### src/rtl/mmio_uart_tx.sv
// Memory-mapped 8N1 UART transmitter with a byte FIFO and status readback.

package mmio_uart_tx_pkg;
    localparam int unsigned XLEN = 32;

    // Write request from the hart's memory stage
    typedef struct packed {
        logic            enable;
        logic [XLEN-1:0] addr;
        logic [XLEN-1:0] value;
        logic [1:0]      width;
    } mem_write_control_t;
endpackage

module mmio_uart_tx
    import mmio_uart_tx_pkg::*;
#(
    parameter logic [XLEN-1:0] base_addr        = 32'h0000_8000,
    parameter int unsigned     fifo_depth       = 8,
    parameter logic [15:0]     default_baud_div = 16'd16
) (
    input  logic               clock,
    input  logic               reset,
    input  mem_write_control_t memory_mapped_io_control,
    output logic               memory_mapped_io_write_complete,
    output logic [XLEN-1:0]    memory_mapped_io_r_data,
    output logic               uart_tx
);

    localparam int unsigned AW = $clog2(fifo_depth);
    localparam int unsigned CW = AW + 1;

    typedef enum logic [1:0] {
        S_IDLE,
        S_START,
        S_DATA,
        S_STOP
    } state_e;

    state_e          state_q, state_d;
    logic [7:0]      mem_q [fifo_depth];
    logic [7:0]      mem_d [fifo_depth];
    logic [AW-1:0]   wr_ptr_q, wr_ptr_d;
    logic [AW-1:0]   rd_ptr_q, rd_ptr_d;
    logic [CW-1:0]   count_q, count_d;
    logic [15:0]     baud_div_q, baud_div_d;
    logic [15:0]     bit_div_q, bit_div_d;
    logic [15:0]     timer_q, timer_d;
    logic [2:0]      bit_idx_q, bit_idx_d;
    logic [7:0]      shift_q, shift_d;
    logic            tx_q, tx_d;

    logic            fifo_full;
    logic            fifo_empty;
    logic            is_txdata;
    logic            is_baud;
    logic            write_complete;
    logic            push;
    logic            baud_wr;
    logic            pop;
    logic            bit_end;
    logic [7:0]      head;

    assign fifo_full  = (count_q == CW'(fifo_depth));
    assign fifo_empty = (count_q == '0);
    assign head       = mem_q[rd_ptr_q];

    // Address decode and write handshake; TXDATA stalls only while the FIFO is full
    always_comb begin
        is_txdata      = (memory_mapped_io_control.addr == base_addr);
        is_baud        = (memory_mapped_io_control.addr == base_addr + XLEN'(4));
        write_complete = 1'b0;
        if (reset && memory_mapped_io_control.enable) begin
            write_complete = is_txdata ? !fifo_full : 1'b1;
        end
        push    = write_complete && is_txdata;
        baud_wr = write_complete && is_baud;
    end

    // FIFO storage, pointers, occupancy and the baud divisor register
    always_comb begin
        mem_d      = mem_q;
        wr_ptr_d   = wr_ptr_q;
        rd_ptr_d   = rd_ptr_q;
        baud_div_d = baud_div_q;
        count_d    = count_q + CW'(push) - CW'(pop);
        if (push) begin
            mem_d[wr_ptr_q] = memory_mapped_io_control.value[7:0];
            wr_ptr_d        = wr_ptr_q + AW'(1);
        end
        if (pop) begin
            rd_ptr_d = rd_ptr_q + AW'(1);
        end
        if (baud_wr) begin
            baud_div_d = (memory_mapped_io_control.value[15:0] == 16'd0)
                       ? 16'd1 : memory_mapped_io_control.value[15:0];
        end
    end

    // TX FSM next state; a pop latches the byte and the divisor for the whole frame
    always_comb begin
        state_d   = state_q;
        bit_div_d = bit_div_q;
        timer_d   = timer_q;
        bit_idx_d = bit_idx_q;
        shift_d   = shift_q;
        tx_d      = tx_q;
        pop       = 1'b0;
        bit_end   = (timer_q == 16'd0);

        case (state_q)
            S_IDLE: begin
                tx_d = 1'b1;
                if (!fifo_empty) begin
                    pop = 1'b1;
                end
            end
            S_START: begin
                if (bit_end) begin
                    state_d   = S_DATA;
                    bit_idx_d = 3'd0;
                    timer_d   = bit_div_q - 16'd1;
                    tx_d      = shift_q[0];
                end else begin
                    timer_d = timer_q - 16'd1;
                end
            end
            S_DATA: begin
                if (bit_end) begin
                    shift_d = {1'b0, shift_q[7:1]};
                    timer_d = bit_div_q - 16'd1;
                    if (bit_idx_q == 3'd7) begin
                        state_d = S_STOP;
                        tx_d    = 1'b1;
                    end else begin
                        bit_idx_d = bit_idx_q + 3'd1;
                        tx_d      = shift_q[1];
                    end
                end else begin
                    timer_d = timer_q - 16'd1;
                end
            end
            S_STOP: begin
                if (bit_end) begin
                    if (!fifo_empty) begin
                        pop = 1'b1;
                    end else begin
                        state_d = S_IDLE;
                        tx_d    = 1'b1;
                    end
                end else begin
                    timer_d = timer_q - 16'd1;
                end
            end
            default: begin
                state_d = S_IDLE;
                tx_d    = 1'b1;
            end
        endcase

        if (pop) begin
            shift_d   = head;
            bit_div_d = baud_div_q;
            timer_d   = baud_div_q - 16'd1;
            tx_d      = 1'b0;
            state_d   = S_START;
        end
    end

    // State registers; reset aborts any frame and returns the line high
    always_ff @(posedge clock or negedge reset) begin
        if (!reset) begin
            state_q    <= S_IDLE;
            mem_q      <= '{default: '0};
            wr_ptr_q   <= '0;
            rd_ptr_q   <= '0;
            count_q    <= '0;
            baud_div_q <= default_baud_div;
            bit_div_q  <= default_baud_div;
            timer_q    <= '0;
            bit_idx_q  <= '0;
            shift_q    <= '0;
            tx_q       <= 1'b1;
        end else begin
            state_q    <= state_d;
            mem_q      <= mem_d;
            wr_ptr_q   <= wr_ptr_d;
            rd_ptr_q   <= rd_ptr_d;
            count_q    <= count_d;
            baud_div_q <= baud_div_d;
            bit_div_q  <= bit_div_d;
            timer_q    <= timer_d;
            bit_idx_q  <= bit_idx_d;
            shift_q    <= shift_d;
            tx_q       <= tx_d;
        end
    end

    assign memory_mapped_io_write_complete = write_complete;
    assign uart_tx                         = tx_q;
    assign memory_mapped_io_r_data = {baud_div_q, 8'(count_q), 5'd0,
                                      (state_q != S_IDLE), fifo_empty, fifo_full};

    // Access width and upper data bits carry no meaning for this device
    logic unused_ctrl_bits;
    assign unused_ctrl_bits = ^{memory_mapped_io_control.width,
                                memory_mapped_io_control.value[XLEN-1:16]};

endmodule

### config.mk
export PLATFORM = sky130hd
export DESIGN_NAME = mmio_uart_tx
export DESIGN_NICKNAME = d
export VERILOG_FILES = /design/src/rtl/mmio_uart_tx.sv
export SDC_FILE = /design/constraint.sdc
export NUM_CORES = 1
export LEC_CHECK = 0
export ABC_CLOCK_PERIOD_IN_PS = 3250
export BUFFER_PORTS_ARGS = -buffer_cell sky130_fd_sc_hd__buf_4
export CORE_MARGIN = 2
export CORE_UTILIZATION = 52
export CTS_CLUSTER_SIZE = 28
export DETAILED_ROUTE_END_ITERATION = 8
export PLACE_DENSITY = 0.87
export SLEW_MARGIN = 30
export SYNTH_ARGS = -nofsm -noshare
export SYNTH_HDL_FRONTEND = slang
export SYNTH_SLANG_ARGS = --single-unit
### constraint.sdc
create_clock -name clock -period 3.25 [get_ports clock]
set_input_delay 0.325 -clock clock [delete_from_list [all_inputs] [get_ports clock]]
set_output_delay 0.325 -clock clock [all_outputs]
set_load 0.005 [all_outputs]
==> run metrics <==
CTS buffer count 17; first-pass GRT wire length 30,400 um; outcome finished with violations; nets@finish 830; n_diodes 0; largest family of logic cells by synthesized area multiplexers; FFs w/ async S/R, synth 100%; Worst Path Max Fanout 6; total power 3.68 mW; P&R area growth vs syn 16.8%; GRT overflow 0; CTS max path bufs 2; detailed-router iteration count before antenna repair 5; failing checks negative hold slack; endpoints failing hold 15; drt via density 6.21; initial drt markers 561; power density cells 421 nW/um^2; number of max-cap violations 0; IO Count 103; Post-CTS Resized 0; worst vdd ir 0.349 mV; clock-pin slew of the registers on the worst-case setup and hold paths 0.06 ns; adder-cell share of the synthesized area 3.28%; prevailing post-synth register cell dfrtp_1; Crit. End Element register; Final Hold Slack -0.0232 ns; GR Util All Layers 26.4%; RR Startpoint count_q[2]$_DFF_PN0_; setup slack, reg-to-reg 0.20 ns; Antenna Nets Post-Route 0; cells on worst reg2reg path 12; Final period util 93.8%; hold_buf cts 0; Port Buffers 75; average size of a mapped cell 11.1 um^2; H-tree depth 4; skew final 0.0111 ns; Pins Over Slew Limit 0; synthesized area 7480 um^2; Pleak 4.34 nW; placed cell area 8170 um^2; mux cell area share after synthesis 20.7%; min cycle time layout 3.05 ns; area of the core 14,000 um^2; TritonCTS clock tree built; design area 8740 um^2; count of cell types in the netlist 58; Core Rows 43; Post-synth EDFFs 0; via count 5,802; unrepaired setup endpoints after global routing false; clk_lat worst skew 0.44 ns; final core utilization 62.5%; crit path kind reg2reg; Worst Setup SP count_q[2]$_DFF_PN0_; Setup-failing EPs final 0; clock root buffer clkbuf_16; final HPWL from detailed placement 12,600 um; Synthesis Warnings 0; HP Class in2async; die area 15,400 um^2; Final Wtd Congestion 0.885; share of cells above drive strength 1 31.3%; DRC viols 0; Post-Syn Instances 673; Fillers 1,008; Post-CTS Setup Inserts 0; die span in y 124 um; area fraction in compound gates after synthesis 7.89%; initial antenna violation count 0; sequential element share of the synthesized area 45.5%; Max-slew headroom 42.1%; Post-Synth XOR/XNOR Area 4.80%; fmax 328 MHz; TritonCTS Sinks 136; largest net degree at the start of global routing 73; #FFs+latches synth 136; Critical Path Source Type register; arrival time at the worst endpoint 3.37 ns; vias in the first global route 5,926; post-synthesis simple-gate area fraction 13.4%; Initial Utilization 53.5%; Final TNS setup 0 ns; die width 124 um; worst-margin pin slew 0.868 ns; Avg WL per Cell 20.3 um; drt total wl 19,000 um; Worst Path Required 3.57 ns; RR Endpoint count_q[2]$_DFF_PN0_
## cell usage after synthesis, types with 2 or more instances
library cell	count	share of area (%)
and4_1	2	0.23
or4_4	3	0.45
dfrtp_1	133	44
a221o_1	5	0.67
nand2b_1	3	0.25
or3_1	7	0.59
nand3_1	10	0.67
nor4_2	2	0.33
xor2_1	19	2.2
nand3b_1	2	0.20
o31ai_1	3	0.30
or4_1	3	0.30
clkbuf_1	14	0.70
nor2_1	37	1.9
mux2_4	16	3.2
o21ai_0	29	1.9
mux2i_1	15	2.0
o22ai_1	8	0.67
a21oi_1	15	1.0
nor2b_1	2	0.17
nor3b_1	2	0.20
buf_4	12	1.2
buf_6	2	0.30
nand4_1	9	0.75
nor4_1	16	1.3
a211oi_1	4	0.40
mux2_2	71	11
nand2_1	80	4.0
buf_1	6	0.30
dfstp_2	3	1.1
nor3_1	16	1.1
ha_1	18	3.0
xnor2_1	22	2.6
a221oi_1	4	0.47
clkbuf_2	3	0.20
buf_2	7	0.47
inv_1	23	1.2
mux4_2	16	4.8
a22o_1	5	0.59
a22oi_1	5	0.50
a21o_1	3	0.30
and3_1	2	0.17
## cell families (layout without fill, tap and decap cells)
group / after synthesis / after routing
and+or+nand+nor: 202 / 202
DFF: 136 / 136
muxes: 118 / 118
AOI/OAI and AO/OA: 89 / 89
buffers and inverters: 67 / 141
xor gates and xnor gates: 41 / 41
adders and majority gates: 19 / 19
other: 1 / 9
## worst max path at each step
stage	endpoint	slack, ns
2_1_floorplan	count_q[2]$_DFF_PN0_	0.14
3_3_place_gp	count_q[2]$_DFF_PN0_	0.35
3_5_place_dp	count_q[2]$_DFF_PN0_	0.24
4_1_cts	count_q[2]$_DFF_PN0_	0.22
5_1_grt	count_q[2]$_DFF_PN0_	0.04
6_report	count_q[2]$_DFF_PN0_	0.20
## state kept, by name, indices dropped and copies added, names as in the netlist
register,flops
state_q,2
count_q,4
rd_ptr_q,3
bit_div_q,16
bit_idx_q,3
wr_ptr_q,3
shift_q,8
mem_q,64
baud_div_q,16
uart_tx,1
timer_q,16
## metrics by stage
step	setup WS (ns)	cells	hold WS [ns]
2_1_floorplan	0.136	681	0.0294
3_3_place_gp	0.347	903	0.470
5_1_grt	0.0446	935	0.0500
3_5_place_dp	0.241	903	0.474
4_1_cts	0.221	935	0.133
6_report	0.202	935	-0.0232
## critical path: stages (launching register included)
cell,delay (ns)
dfrtp_1,0.37
inv_1,0.11
ha_1,0.18
or3b_2,0.54
inv_1,0.20
nor2_1,0.13
a41oi_4,0.23
inv_1,0.10
ha_1,0.28
inv_1,0.04
ha_1,0.20
fa_1,0.38
xor2_1,0.17
## power by group
| part | switching [mW] | total (mW) | internal (mW) | leakage [nW] |
|---|---|---|---|---|
| logic | 0.0696 | 0.115 | 0.0457 | 2.24 |
| registers | 0.0000149 | 1.69 | 1.69 | 1.83 |
| clock network | 0.802 | 1.87 | 1.07 | 0.268 |
| total | 0.871 | 3.68 | 2.81 | 4.34 |
## area by class of cell
| class | instances | area (um^2) | area share, % |
|---|---|---|---|
| inverters | 23 | 86.3 | 0.988 |
| clock inverters | 14 | 140 | 1.60 |
| multi-input cells | 478 | 3800 | 43.5 |
| clock buffers | 18 | 429 | 4.91 |
| flip-flops and latches | 136 | 3410 | 39.0 |
| repair buffers | 86 | 653 | 7.47 |
| well taps | 180 | 225 | 2.58 |
## routing by layer
layer	track usage, %	vias to the layer above	part of all wire (%)	routed length [um]
li1	-	2545	-	-
met1	33.1	2899	39	7470
met2	43.6	299	50	9560
met3	6.64	59	7.5	1430
met4	11.2	0	3.0	565
met5	0	-	0	0
## cell usage in the layout, fill, tap and decap left out, types with 3 or more instances in the layout
cell type and n:
clkinvlp_4 4, mux2i_1 15, inv_6 4, ha_1 18, o22ai_1 8, xor2_1 19
nor3_1 16, buf_4 84, clkbuf_16 17, dfstp_2 3, or3_1 7, or4_1 3
mux2_2 71, dfrtp_1 133, a22oi_1 5, a211oi_1 4, conb_1 9, mux4_2 16
nor2_1 37, nand3_1 10, nand4_1 9, nand2_1 80, o21ai_0 29, nand2b_1 3
a22o_1 5, a21o_1 3, or4_4 3, o31ai_1 3, inv_1 23, a21oi_1 15
mux2_4 16, a221o_1 5, nor4_1 16, a221oi_1 4, xnor2_1 22
(Power assumes the default switching activity.)
